$ cat config.mk
export PLATFORM = sky130hd
export DESIGN_NAME = image_window_renderer_flat
export DESIGN_NICKNAME = d
export VERILOG_FILES = /design/src/rtl/image_window_renderer_pkg.sv /design/src/rtl/image_window_renderer_if.sv /design/src/rtl/image_window_renderer_valid_delay_line.sv /design/src/rtl/image_window_renderer.sv /design/src/flat_wrapper.sv
export SDC_FILE = /design/constraint.sdc
export NUM_CORES = 1
export LEC_CHECK = 0
export CELL_PAD_IN_SITES_DETAIL_PLACEMENT = 1
export CELL_PAD_IN_SITES_GLOBAL_PLACEMENT = 2
export CORE_MARGIN = 3
export CORE_UTILIZATION = 28
export CTS_CLUSTER_DIAMETER = 30
export DETAILED_ROUTE_END_ITERATION = 7
export HOLD_SLACK_MARGIN = 0.03
export PLACE_DENSITY_LB_ADDON = 0.05
export SLEW_MARGIN = 20
export SYNTH_ARGS = -nofsm -noshare
export SYNTH_HDL_FRONTEND = slang
export SYNTH_SLANG_ARGS = --single-unit
$ cat constraint.sdc
create_clock -name clk_25 -period 3.4 [get_ports clk_25]
set_input_delay 0.51 -clock clk_25 [delete_from_list [all_inputs] [get_ports clk_25]]
set_output_delay 0.51 -clock clk_25 [all_outputs]
set_load 0.05 [all_outputs]
$ cat src/rtl/image_window_renderer_pkg.sv
// Shared types and constants for image_window_renderer.
package renderer_pkg;

  typedef enum logic [1:0] {
    FRAME_WAIT  = 2'd0,
    LINE_WAIT   = 2'd1,
    LINE_ACTIVE = 2'd2
  } state_t;

  localparam int unsigned H_TOTAL = 800;
  localparam int unsigned V_TOTAL = 525;

  localparam logic [23:0] BORDER_COLOR = 24'hFF0000;

  // Number of pixels in one stored image.
  function automatic int unsigned img_size(input int unsigned w, input int unsigned h);
    return w * h;
  endfunction

  // Select width, never narrower than one bit.
  function automatic int unsigned sel_width(input int unsigned n);
    return (n > 1) ? $clog2(n) : 1;
  endfunction

endpackage

$ cat src/rtl/image_window_renderer_if.sv
// Scan-position, image-memory and colour bus between timing, renderer and RAM.
interface image_window_renderer_if #(
  parameter int unsigned ADDR_W = 19,
  parameter int unsigned PIX_W  = 8,
  parameter int unsigned SEL_W  = 1
);
  logic [9:0]        hs;
  logic [9:0]        vs;
  logic [SEL_W-1:0]  img_sel;
  logic [PIX_W-1:0]  pixel_data;
  logic [ADDR_W-1:0] pixel_address;
  logic [7:0]        r;
  logic [7:0]        g;
  logic [7:0]        b;
  logic              frame_start;
  logic [SEL_W-1:0]  active_img;

  // Renderer side.
  modport master (
    input  hs, vs, img_sel, pixel_data,
    output pixel_address, r, g, b, frame_start, active_img
  );

  // Timing generator / memory / display side.
  modport slave (
    output hs, vs, img_sel, pixel_data,
    input  pixel_address, r, g, b, frame_start, active_img
  );
endinterface

$ cat src/rtl/image_window_renderer_valid_delay_line.sv
// Fixed-depth flag shift register aligning window flags with memory read data.
module valid_delay_line #(
  parameter int unsigned DEPTH = 2,
  parameter int unsigned WIDTH = 1
) (
  input  logic             i_clk,
  input  logic             i_rst,
  input  logic [WIDTH-1:0] i_d,
  output logic [WIDTH-1:0] o_q
);

  logic [WIDTH-1:0] r_stage [DEPTH];

  // Shift flags one stage per clock; cleared on reset.
  always_ff @(posedge i_clk) begin
    if (i_rst) begin
      for (int i = 0; i < int'(DEPTH); i++) r_stage[i] <= '0;
    end else begin
      r_stage[0] <= i_d;
      for (int i = 1; i < int'(DEPTH); i++) r_stage[i] <= r_stage[i-1];
    end
  end

  assign o_q = r_stage[DEPTH-1];

endmodule

$ cat src/rtl/image_window_renderer.sv
// Grayscale image window renderer: maps the VGA scan onto one of NUM_IMAGES
// stacked frame buffers, with integer up-scaling and memory-latency alignment.
// Optional macro RENDERER_BORDER_EN draws a 1-pixel red frame around the window.
module image_window_renderer
  import renderer_pkg::*;
#(
  parameter int unsigned IMG_WIDTH   = 400,
  parameter int unsigned IMG_HEIGHT  = 400,
  parameter int unsigned NUM_IMAGES  = 2,
  parameter int unsigned H_START     = 120,
  parameter int unsigned V_START     = 40,
  parameter int unsigned SCALE       = 1,
  parameter int unsigned MEM_LATENCY = 1,
  parameter int unsigned PIX_W       = 8,
  parameter int unsigned ADDR_W      = 19,
  parameter logic [23:0] BG_COLOR    = 24'h000000
) (
  input  logic              clk_25,
  input  logic              rst,
  image_window_renderer_if.master bus
);

  localparam int unsigned SEL_W    = sel_width(NUM_IMAGES);
  localparam int unsigned IMG_SIZE = img_size(IMG_WIDTH, IMG_HEIGHT);
  localparam int unsigned H_END    = H_START + IMG_WIDTH * SCALE;
  localparam int unsigned V_END    = V_START + IMG_HEIGHT * SCALE;
  localparam int unsigned COL_W    = $clog2(IMG_WIDTH + 1);
  localparam int unsigned SUB_W    = (SCALE > 1) ? $clog2(SCALE) : 1;
  localparam int unsigned DLY      = MEM_LATENCY + 1;

  state_t              r_state, w_state_next;
  logic [ADDR_W-1:0]   r_row_base, w_row_base_next;
  logic [COL_W-1:0]    r_col, w_col_next, w_col_cur;
  logic [SUB_W-1:0]    r_xsub, w_xsub_next, w_xsub_cur;
  logic [SUB_W-1:0]    r_ysub, w_ysub_next;
  logic [SEL_W-1:0]    r_active_img, w_active_next;
  logic                r_frame_start;
  logic [ADDR_W-1:0]   r_pixel_address;
  logic [23:0]         r_rgb;

  logic [31:0]         w_hs_x, w_vs_x;
  logic                w_in_win, w_pix_en, w_border, w_frame_latch, w_last_line_done;
  logic [ADDR_W-1:0]   w_base_next, w_addr;
  logic [1:0]          w_dly_q;
  logic [7:0]          w_gray;

  assign w_hs_x = 32'(bus.hs);
  assign w_vs_x = 32'(bus.vs);

  // Window membership with bounds evaluated at 32 bits so they never overflow.
  assign w_in_win = (w_hs_x >= H_START) && (w_hs_x < H_END) &&
                    (w_vs_x >= V_START) && (w_vs_x < V_END);

  assign w_frame_latch    = (bus.hs == 10'd0) && (bus.vs == 10'd0);
  assign w_last_line_done = (w_vs_x == V_END - 1) && (w_hs_x >= H_END);
  assign w_active_next    = (32'(bus.img_sel) < NUM_IMAGES) ? bus.img_sel : r_active_img;
  assign w_base_next      = ADDR_W'(32'(w_active_next) * IMG_SIZE);

  // Until the first frame latch the bases are unknown, so window pixels stay dark.
  assign w_pix_en = w_in_win && (r_state != FRAME_WAIT);

  // Counters describe the pixel currently presented; a fresh line starts at column 0.
  assign w_col_cur  = (r_state == LINE_ACTIVE) ? r_col  : '0;
  assign w_xsub_cur = (r_state == LINE_ACTIVE) ? r_xsub : '0;
  assign w_addr     = r_row_base + ADDR_W'(w_col_cur);

`ifdef RENDERER_BORDER_EN
  // One-pixel frame just outside the window, corners included.
  assign w_border =
    (((w_hs_x + 32'd1 == H_START) || (w_hs_x == H_END)) &&
     (w_vs_x + 32'd1 >= V_START) && (w_vs_x <= V_END)) ||
    (((w_vs_x + 32'd1 == V_START) || (w_vs_x == V_END)) &&
     (w_hs_x + 32'd1 >= H_START) && (w_hs_x <= H_END));
`else
  assign w_border = 1'b0;
`endif

  // Next-state and counter update for the scan walker.
  always_comb begin
    w_state_next    = r_state;
    w_row_base_next = r_row_base;
    w_col_next      = r_col;
    w_xsub_next     = r_xsub;
    w_ysub_next     = r_ysub;
    if (w_frame_latch) begin
      w_state_next    = LINE_WAIT;
      w_row_base_next = w_base_next;
      w_col_next      = '0;
      w_xsub_next     = '0;
      w_ysub_next     = '0;
    end else begin
      case (r_state)
        LINE_WAIT, LINE_ACTIVE: begin
          if (w_in_win) begin
            w_state_next = LINE_ACTIVE;
            if (32'(w_xsub_cur) == SCALE - 1) begin
              w_xsub_next = '0;
              w_col_next  = w_col_cur + COL_W'(1);
            end else begin
              w_xsub_next = w_xsub_cur + SUB_W'(1);
              w_col_next  = w_col_cur;
            end
          end else if (r_state == LINE_ACTIVE) begin
            w_state_next = LINE_WAIT;
            if (32'(r_ysub) == SCALE - 1) begin
              w_ysub_next     = '0;
              w_row_base_next = r_row_base + ADDR_W'(IMG_WIDTH);
            end else begin
              w_ysub_next = r_ysub + SUB_W'(1);
            end
          end else if (w_last_line_done) begin
            w_state_next = FRAME_WAIT;
          end
        end
        default: w_state_next = r_state;
      endcase
    end
  end

  valid_delay_line #(
    .DEPTH (DLY),
    .WIDTH (2)
  ) u_flag_dly (
    .i_clk (clk_25),
    .i_rst (rst),
    .i_d   ({w_pix_en, w_border}),
    .o_q   (w_dly_q)
  );

  assign w_gray = bus.pixel_data[PIX_W-1 -: 8];

  // State, counters, frame latch, address and colour registers.
  always_ff @(posedge clk_25) begin
    if (rst) begin
      r_state         <= FRAME_WAIT;
      r_row_base      <= '0;
      r_col           <= '0;
      r_xsub          <= '0;
      r_ysub          <= '0;
      r_active_img    <= '0;
      r_frame_start   <= 1'b0;
      r_pixel_address <= '0;
      r_rgb           <= BG_COLOR;
    end else begin
      r_state         <= w_state_next;
      r_row_base      <= w_row_base_next;
      r_col           <= w_col_next;
      r_xsub          <= w_xsub_next;
      r_ysub          <= w_ysub_next;
      r_frame_start   <= w_frame_latch;
      if (w_frame_latch) r_active_img <= w_active_next;
      r_pixel_address <= w_pix_en ? w_addr : '0;
      if (w_dly_q[1])      r_rgb <= {w_gray, w_gray, w_gray};
      else if (w_dly_q[0]) r_rgb <= BORDER_COLOR;
      else                 r_rgb <= BG_COLOR;
    end
  end

  assign bus.pixel_address = r_pixel_address;
  assign bus.r             = r_rgb[23:16];
  assign bus.g             = r_rgb[15:8];
  assign bus.b             = r_rgb[7:0];
  assign bus.frame_start   = r_frame_start;
  assign bus.active_img    = r_active_img;

endmodule

$ cat src/flat_wrapper.sv
// flat-port wrapper written by rule: the top's interface ports become plain ports
module image_window_renderer_flat import renderer_pkg::*;
#(
  parameter int unsigned IMG_WIDTH   = 400,
  parameter int unsigned IMG_HEIGHT  = 400,
  parameter int unsigned NUM_IMAGES  = 2,
  parameter int unsigned H_START     = 120,
  parameter int unsigned V_START     = 40,
  parameter int unsigned SCALE       = 1,
  parameter int unsigned MEM_LATENCY = 1,
  parameter int unsigned PIX_W       = 8,
  parameter int unsigned ADDR_W      = 19,
  parameter logic [23:0] BG_COLOR    = 24'h000000
)
  (clk_25, rst, bus_hs, bus_vs, bus_img_sel, bus_pixel_data, bus_pixel_address, bus_r, bus_g, bus_b, bus_frame_start, bus_active_img);
  image_window_renderer_if #(.ADDR_W(ADDR_W), .PIX_W(PIX_W), .SEL_W(1)) bus_i ();
  input  logic clk_25;
  input  logic rst;
  input wire logic [$bits(bus_i.hs)-1:0] bus_hs;
  input wire logic [$bits(bus_i.vs)-1:0] bus_vs;
  input wire logic [$bits(bus_i.img_sel)-1:0] bus_img_sel;
  input wire logic [$bits(bus_i.pixel_data)-1:0] bus_pixel_data;
  output wire logic [$bits(bus_i.pixel_address)-1:0] bus_pixel_address;
  output wire logic [$bits(bus_i.r)-1:0] bus_r;
  output wire logic [$bits(bus_i.g)-1:0] bus_g;
  output wire logic [$bits(bus_i.b)-1:0] bus_b;
  output wire logic [$bits(bus_i.frame_start)-1:0] bus_frame_start;
  output wire logic [$bits(bus_i.active_img)-1:0] bus_active_img;
  assign bus_i.hs = bus_hs;
  assign bus_i.vs = bus_vs;
  assign bus_i.img_sel = bus_img_sel;
  assign bus_i.pixel_data = bus_pixel_data;
  assign bus_pixel_address = bus_i.pixel_address;
  assign bus_r = bus_i.r;
  assign bus_g = bus_i.g;
  assign bus_b = bus_i.b;
  assign bus_frame_start = bus_i.frame_start;
  assign bus_active_img = bus_i.active_img;
  image_window_renderer #(.IMG_WIDTH(IMG_WIDTH), .IMG_HEIGHT(IMG_HEIGHT), .NUM_IMAGES(NUM_IMAGES), .H_START(H_START), .V_START(V_START), .SCALE(SCALE), .MEM_LATENCY(MEM_LATENCY), .PIX_W(PIX_W), .ADDR_W(ADDR_W), .BG_COLOR(BG_COLOR)) u_core (.clk_25(clk_25), .rst(rst), .bus(bus_i));
endmodule
==> results.cfg, run 1 <==
[worst_hold_path]
hold_path_end = u_core.bus.active_img
hold_start = u_core.bus.active_img
min_path_cells = 2
min_path_type = flip-flop to flip-flop

[route]
route.vias.total = 2541
wl_per_cell_um = 14.6
via_per_inst = 4.79
dr.pass1.iters = 4
ant_nets = 0
drt_iter0_markers = 52
route.detailed.drc = 0
finalWirelength_um = 7730

[critical_path]
crit_path_max_incr_delay_ps = 660
r2r-start = u_core.r_state[0]
reg2regPathDepth = 12
cp_data_arrival_time_ps = 2970
crit_slowest_cell = or4_1
critPathKind = primary input to flip-flop
critPathLaunch = bus_vs[3]
critPathRequiredTime_ps = 3660
r2r_end = u_core.bus.pixel_address[18]
cp-end-kind = flip-flop
path_max_fanout = 8
critPathLaunchType = primary input
path_cells = clkdlybuf4s50_1, o21ai_0, a221o_1, or4_1, or2_1, or3_1, a21oi_1
reg2reg_slack_ps = 740

[timing]
tightest_slew_ps = 586
post-route-min-period_ps = 2710
timing.final.crit_share_pct = 79.6
slew_viol_final = 0
clock.fmax_mhz = 370
setup_violations = 0
fin_skew_ps = 13.7
final.setup.tns_ps = 0
maxSlewHeadroom_pct = 59.9
hold_viol = 0
grt_setup_unrepaired = no

[synthesis]
syn-cell-area_um2 = 2790
synth_nets = 373
synth_ff_type = dfxtp_1
synth_edf_count = 0
synthCells = 333
ys_seq_elements = 57
synth_top_area_cell = dfxtp_1
synth.top_cell.area_share_pct = 40.9
ys_seq_area_share_pct = 40.9
ys_async_sr_fraction_pct = 0
synth.avg_cell_area_um2 = 8.39
synth_cell_types = 54
synth.area.top_cells = dfxtp_1 (41%), nor2_1 (4.7%), buf_4 (4.3%)
synthesis.yosys.warnings = 0

[clock_tree]
cts_buffers = 9
ctsHoldBuffers = 0
path_clk_slew_ps = 70
clk_path_buf_depth = 2
clkSinkCount = 57
insertion_delay_ps = 340
cts_resized = 0
h-tree-depth = 3
cts_tree = yes
root_buffer = clkbuf_8
post_cts_buffers = 0

[placement]
dp_cells = 514
place_area_um2 = 3580
dp_hpwl_um = 5890
port_buffers = 75
gp_congestion = 0.782

[global_routing]
grt_start_max_net_pins = 17
grt_pass1_vias = 2642
grt_use_total_pct = 14.3
antenna_found_initial = 0
globalRoute.totalOverflow = 0
grt_pass1_wl_um = 12800

[pwr]
vdd_drop_max_uv = 217
pwr_density_cell_nw_per_um2 = 380
power.leakage_uw = 0.00135
power_uw = 1450

[finish]
utilization_pct = 40.3
finalInstanceArea_um2 = 3810
diodes = 0
area_growth_pct = 36.4
drive_gt1_share_pct = 6.23
nNetsFinal = 436
finalNonFillerCells = 530

[floorplan]
dieArea_um2 = 11200
die_w_um = 106
io_pins = 76
die_y_um = 106
rows = 35
start_util_pct = 29.5
core_um2 = 9460

[job]
cap_violations = 0

[status]
status = complete, no violations
==> worst max-delay path by stage <==
stage | end | slack, ps | depth (start not counted)
after detailed placement | u_core.r_col[3] | 350 | 7
after floorplan | u_core.bus.pixel_address[18] | 590 | 13
final | u_core.r_col[3] | 690 | 7
after global routing | u_core.r_col[3] | 480 | 7
after CTS | u_core.r_col[3] | 710 | 7
after global placement | u_core.r_col[3] | 420 | 7
==> layer usage <==
| layer | routed length (um) | share of wire, % | GRT usage (%) |
|---|---|---|---|
| met1 | 3360 | 43 | 16.1 |
| met2 | 4070 | 53 | 27.0 |
| met3 | 248 | 3.2 | 3.74 |
| met4 | 63 | 0.81 | 3.05 |
| met5 | 0 | 0 | 0 |
==> kinds of logic after synthesis <==
family	share of synthesized area [%]
and+or+nand+nor	24.9
AOI/OAI and AO/OA	16.6
DFF	40.9
buffers and inverters	7.57
xor gates and xnor gates	4.70
adders and majority gates	4.66
muxes	0.717
==> state kept, by name (all words and copies together) (netlist names) <==
register	count
u_core.r_col	9
u_core.r_row_base	15
u_core.r_rgb	8
u_core.u_flag_dly.r_stage	2
u_core.r_state	2
u_core.bus.pixel_address	19
u_core.bus.active_img	1
u_core.bus.frame_start	1
==> cells in the mapped netlist, types with 2 or more instances <==
cell,n
nand4_1,5
a21o_1,7
and2_1,19
o21ai_0,17
ha_1,8
clkbuf_1,11
or3_1,6
o311ai_0,2
nand3_1,10
nor2_1,35
xnor2_1,11
inv_1,10
nor2b_1,3
a21boi_0,3
buf_1,2
dfxtp_1,57
and4_1,2
nand3b_1,3
mux2i_1,2
a211oi_1,2
xor2_1,4
a21oi_1,23
and3_1,4
nor3_1,7
nand2_1,27
a31oi_1,3
buf_4,16
nor4_1,7
o21a_1,2
==> stage by stage <==
| stage | worst slack (ps) | hold slack (ps) |
|---|---|---|
| finish | 694 | 451 |
| CTS | 706 | 452 |
| detailed placement | 350 | 437 |
| floorplan | 591 | 414 |
| global route | 484 | 458 |
| global placement | 420 | 432 |
==> cells in the final DEF, fill, tap and decap left out, types with 2 or more instances in the layout <==
cell type,count
or3_1,6
and3_1,4
a21oi_1,23
o311ai_0,2
and4_1,2
clkinv_4,3
nand3b_1,3
a211oi_1,2
clkdlybuf4s50_1,75
bufinv_16,2
clkbuf_8,9
a31oi_1,3
nand2_1,27
mux2i_1,2
and2_1,19
nor2b_1,3
xor2_1,4
dfxtp_1,57
a21boi_0,3
nor2_1,35
nand3_1,10
o21ai_0,17
xnor2_1,11
ha_1,8
o21a_1,2
nor3_1,7
nand4_1,5
nor4_1,7
inv_1,10
buf_4,7
a21o_1,7
==> cell type report <==
class	instances	area [um^2]
clock buffers	9	124
clock inverters	7	103
fillers	1143	5650
inverters	10	37.5
multi-input cells	236	1440
flip-flops and latches	57	1140
well taps	129	161
repair buffers	82	803
==> power by group <==
| group | switching (uW) | total [uW] | internal (uW) |
|---|---|---|---|
| clock network | 306 | 725 | 419 |
| logic | 19.8 | 55.7 | 35.9 |
| registers | 0.000193 | 667 | 667 |
==> worst max-delay path, delay by kind of cell <==
family / cells / cell delay (ps)
compound gates: 3 / 630
buf+inv: 1 / 520
simple gates: 3 / 1300
(Power assumes the default switching activity.)
==> run 2, diff against run 1 <==
==> constraint.sdc (replaced) <==
create_clock -name clk_25 -period 2.6 [get_ports clk_25]
set_input_delay 0.39 -clock clk_25 [delete_from_list [all_inputs] [get_ports clk_25]]
set_output_delay 0.39 -clock clk_25 [all_outputs]
set_load 0.05 [all_outputs]
==> results.cfg, run 2 (synthesis results as in run 1) <==
[pwr]
power.leakage_uw = 0.00145
pwr_density_cell_nw_per_um2 = 474
p_switching_uw = 386
switching_share_pct = 20.3
power_frac_seq_pct = 45.9
p_clk_share_pct = 49.9
internal_power_uw = 1520
vdd_drop_max_uv = 265
power_uw = 1900
pwr-share-comb_pct = 4.2

[clock_tree]
path_clk_slew_ps = 60
clk_path_buf_depth = 2
insertion_delay_ps = 330
cts_buffers = 9
cts_tree = yes
clkSinkCount = 57
h-tree-depth = 3
root_buffer = clkbuf_8

[global_routing]
grt_use_total_pct = 15.0
grt_start_max_net_pins = 14
antenna_found_initial = 0
grt_pass1_vias = 2721
globalRoute.totalOverflow = 0
grt_pass1_wl_um = 13400

[floorplan]
io_pins = 76
die_y_um = 106
die_w_um = 106
dieArea_um2 = 11200
core_um2 = 9460
rows = 35
start_util_pct = 29.5

[timing]
setup_violations = 0
tightest_slew_ps = 514
hold_viol = 0
clock.fmax_mhz = 405
post-route-min-period_ps = 2470
maxSlewHeadroom_pct = 65.6
final.setup.tns_ps = 0
slew_viol_final = 0
fin_skew_ps = 9.64
grt_setup_unrepaired = yes
timing.final.crit_share_pct = 94.9

[finish]
drive_gt1_share_pct = 12.4
final_cell_mix = clkdlybuf4s50_1 (75), dfxtp_1 (57), nor2_1 (35)
fillers = 1163
nNetsFinal = 455
largest_register_ffs = 19
area_growth_pct = 43.7
final_common_cell = clkdlybuf4s50_1
finalInstanceArea_um2 = 4010
diodes = 0

[route]
drt_iter0_markers = 59
dr.pass1.iters = 4
wl_per_cell_um = 14.7
ant_nets = 0
via_per_inst = 4.83
route.vias.total = 2652
route.detailed.drc = 0
finalWirelength_um = 8070

[critical_path]
path_cells = clkdlybuf4s50_1, nand4_1, a221o_1, or4_1, or2_1, or3_1, a21oi_1
critPathRequiredTime_ps = 2850
cp-end-kind = flip-flop
path_max_fanout = 4
crit_slowest_cell = or4_1
cp_data_arrival_time_ps = 2720
critPathKind = primary input to flip-flop
critPathLaunchType = primary input
crit_path_max_incr_delay_ps = 570

[job]
cap_violations = 0

[placement]
gp_congestion = 0.785
place_area_um2 = 3750
dp_hpwl_um = 6130
port_buffers = 75

[worst_hold_path]
min_path_type = flip-flop to flip-flop

[status]
status = complete, no violations
run 2: routing by layer:
metal	up-vias	GRT usage, %	part of all wire (%)
li1	1315	-	-
met1	1289	16.5	43
met2	40	28.3	54
met3	8	3.86	2.4
met4	0	4.26	1.0
met5	-	0	0
run 2: timing repair:
action	4_1_cts	5_1_grt
resized for setup	0	8
endpoints found under the setup margin	0	9
hold buffers	0	0
setup buffers	0	0
run 2: per-stage QoR:
stage	worst slack, ps	hold WS [ps]	std cells	util (%)
after floorplan	-10.3	414	333	-
after global placement	-155	431	533	39.6
after detailed placement	-262	436	533	39.6
after CTS	13.9	451	549	42.1
after global routing	-0.528	469	549	42.4
final	132	449	549	42.4
run 2: power by group through the flow:
stage	sequential (uW)	combinational, uW	clock [uW]
after floorplan	893	15.9	0
after global routing	872	87.0	1030
after detailed placement	893	78.7	0
after CTS	872	78.9	988
final	873	80.2	950
after global placement	893	77.9	0
run 2: final cells by class:
cell class                      count  area [um^2]  share of cell area [%]
Sequential cell                    57         1140                    28.4
Clock inverter                      4         75.1                    1.87
Multi-Input combinational cell    236         1490                    37.0
Inverter                           10         37.5                   0.935
Timing Repair Buffer              101          958                    23.9
Tap cell                          129          161                    4.02
Clock buffer                       12          155                    3.87
run 2: path summary, 6_finish.rpt:
check | startpoint | endpoint | slack, ps | depth (start not counted)
worst min register to register | u_core.u_flag_dly.r_stage[0][1] | u_core.u_flag_dly.r_stage[0][3] | 450 | 1
worst min-delay path | u_core.u_flag_dly.r_stage[0][1] | u_core.u_flag_dly.r_stage[0][3] | 450 | 1
worst max-delay path | bus_hs[5] | u_core.r_col[3] | 130 | 7
worst max register to register | u_core.r_state[0] | u_core.bus.pixel_address[9] | 160 | 10
run 2: critical path: cells and delay by family:
family	cells	cell delay, ps
and+or+nand+nor	4	1310
buffers and inverters	1	500
AOI/OAI and AO/OA	2	530
==> run 3, diff against run 2 <==
--- a/config.mk
+++ b/config.mk
@@ -5,10 +5,11 @@
 export SDC_FILE = /design/constraint.sdc
 export NUM_CORES = 1
 export LEC_CHECK = 0
+export ABC_AREA = 1
 export CELL_PAD_IN_SITES_DETAIL_PLACEMENT = 1
 export CELL_PAD_IN_SITES_GLOBAL_PLACEMENT = 2
 export CORE_MARGIN = 3
-export CORE_UTILIZATION = 28
+export CORE_UTILIZATION = 27
 export CTS_CLUSTER_DIAMETER = 30
 export DETAILED_ROUTE_END_ITERATION = 7
 export HOLD_SLACK_MARGIN = 0.03
==> results.cfg, run 3 <==
[clock_tree]
path_clk_slew_ps = 50
h-tree-depth = 3
cts_tree = yes
ctsHoldBuffers = 0
cts_buffers = 9
clk_path_buf_depth = 2
clkSinkCount = 57
root_buffer = clkbuf_16
insertion_delay_ps = 330

[timing]
tightest_slew_ps = 509
maxSlewHeadroom_pct = 66.0
final.setup.tns_ps = 0
grt_setup_unrepaired = no
hold_viol = 0
slew_viol_final = 0
clock.fmax_mhz = 452
post-route-min-period_ps = 2210
fin_skew_ps = 8.64
fin_ws_ps = 390
setup_violations = 0
timing.final.crit_share_pct = 85.0

[synthesis]
ys_seq_area_share_pct = 35.7
ys_seq_elements = 57
synth_cell_types = 31
synth.area.top_cells = dfxtp_1 (36%), nand2_1 (15%), nor2_1 (8.6%)
ys_async_sr_fraction_pct = 0
synth_top_family_by_area = simple AND/OR/NAND/NOR gates
synthTopCellsByCount = nand2_1 (125), nor2_1 (73), dfxtp_1 (57), inv_1 (57), nand3_1 (34)
yosysMostFrequentCell = nand2_1
synthMuxAreaShare_pct = 0
synthCells = 476
synth_compound_area_share_pct = 9.95
synth.top_cell.area_share_pct = 35.7
synth_top_area_cell = dfxtp_1
synth_nets = 516
synth.avg_cell_area_um2 = 6.71
synth-xor-area-share_pct = 2.74
syn-cell-area_um2 = 3200
synth_ff_type = dfxtp_1
synth_edf_count = 0
synthesis.yosys.warnings = 0
synth-simple-area-share_pct = 34.3
synthAdderAreaFrac_pct = 3.76

[critical_path]
path_max_fanout = 13
critPathRequiredTime_ps = 2820
cp_data_arrival_time_ps = 2430
worst-path-buf-inv = 2
path_delay_family = adder cells
crit_path_max_incr_delay_ps = 410
crit_slowest_cell = fa_1
path_cells = inv_1, ha_2, nand2_1, inv_2, ha_1, fa_1, nand3_1, nand2_2, nand2_1, nand2_2, a21oi_1, nor2_1
cp-end-kind = flip-flop
critPathLaunchType = flip-flop
critPathKind = flip-flop to flip-flop

[placement]
port_buffers = 75
dp_hpwl_um = 7110
gp_congestion = 0.796
preCtsSetupSlack_ps = 220

[route]
wl_per_cell_um = 13.1
route.vias.total = 3052
via_per_inst = 4.42
route.detailed.drc = 0
finalWirelength_um = 9080
dr.pass1.iters = 4
drt_iter0_markers = 105
ant_nets = 0

[pwr]
pwr-share-comb_pct = 5.1
switching_share_pct = 20.8
power_frac_seq_pct = 40.9
p_switching_uw = 445
vdd_drop_max_uv = 216
pwr_density_cell_nw_per_um2 = 500
power.leakage_uw = 0.00182
p_clk_share_pct = 54.1
internal_power_uw = 1700

[worst_hold_path]
min_path_type = flip-flop to flip-flop

[global_routing]
grt_use_total_pct = 14.9
grt_pass1_vias = 3045
globalRoute.totalOverflow = 0
grt_start_max_net_pins = 15
grt_pass1_wl_um = 15200
antenna_found_initial = 0

[finish]
final_common_cell = nand2_1
final_cell_mix = nand2_1 (125), clkdlybuf4s50_1 (75), nor2_1 (73)
nNetsFinal = 583
largest_register_ffs = 19
area_growth_pct = 33.9
fillers = 1475
diodes = 0
drive_gt1_share_pct = 10.4

[floorplan]
io_pins = 76
rows = 39
die_y_um = 115
core_um2 = 11500
die_w_um = 115
start_util_pct = 27.7
dieArea_um2 = 13200

[job]
cap_violations = 0

[status]
status = complete, no violations
-- run 3: changes by cell type after synthesis, sizes merged, moves of 4 or more --
cell    before  now
xnor2       11    3
nor2        35   77
and3         4    0
clkbuf      11    2
nand2       27  133
nand3       10   37
a21boi       4    0
or3          6    0
and2        19    0
nor3         7    3
inv         10   65
nor4         7    0
a21o         7    0
a21oi       23   36
-- run 3: path summary, 6_finish.rpt --
path              cells past startpoint  slack [ps]                              end                            start
setup / recovery                     12         390     u_core.bus.pixel_address[18]                u_core.r_state[0]
hold / removal                        2         410  u_core.u_flag_dly.r_stage[0][3]  u_core.u_flag_dly.r_stage[0][1]
setup reg to reg                     12         390     u_core.bus.pixel_address[18]                u_core.r_state[0]
hold reg to reg                       2         410  u_core.u_flag_dly.r_stage[0][3]  u_core.u_flag_dly.r_stage[0][1]
-- run 3: what timing repair did --
| action | CTS | global route |
|---|---|---|
| endpoints found under the setup margin | 0 | 7 |
| gates resized for setup | 0 | 1 |
| setup buffers | 0 | 0 |
-- run 3: final cells by class --
| type | instances | area, um^2 | area share, % |
|---|---|---|---|
| multi-input cells | 328 | 1620 | 38.0 |
| flip-flops and latches | 57 | 1140 | 26.7 |
| repair buffers | 80 | 788 | 18.4 |
| inverters | 67 | 256 | 5.99 |
| clock buffers | 13 | 250 | 5.85 |
| well taps | 143 | 179 | 4.18 |
| clock inverters | 3 | 40.0 | 0.936 |
-- run 3: metal layers --
layer / vias up / GRT usage [%] / routed length (um)
met3: 9 / 4.63 / 368
met5: - / 0 / 0
met4: 0 / 5.24 / 114
li1: 1592 / - / -
met1: 1403 / 18.7 / 4210
met2: 48 / 24.4 / 4380
-- run 3: stage by stage --
stage / std cells / utilization (%) / power [uW] / hold WS, ps / instance area (um^2)
final: 691 / 37.2 / 2140 / 408 / 4280
after global routing: 691 / 37.2 / 2250 / 438 / 4280
after CTS: 691 / 37.1 / 2190 / 413 / 4280
after detailed placement: 675 / 34.6 / 1000 / 404 / 3990
after global placement: 675 / 34.6 / 1000 / 397 / 3990
after floorplan: 476 / - / 935 / 388 / 3200
-- run 3: cell families after synthesis --
logic type,count (synthesis)
compound gates,53
xor+xnor,10
fa+ha+maj,9
buf+inv,91
flops,57
simple gates,256
-- run 3: power by group through the flow --
stage	sequential, uW	combinational (uW)	clock, uW
6_report	875	109	1160
3_5_place_dp	893	111	0
4_1_cts	874	111	1210
3_3_place_gp	893	108	0
5_1_grt	873	121	1260
2_1_floorplan	893	42.0	0
-- run 3: worst register-to-register path, stage by stage, from the launching register on --
cell and delay (ps):
dfxtp_1 300, inv_1 60, ha_2 290, nand2_1 120, inv_2 50, ha_1 220, fa_1 410, nand3_1 120
nand2_2 110, nand2_1 90, nand2_2 120, a21oi_1 160, nor2_1 60
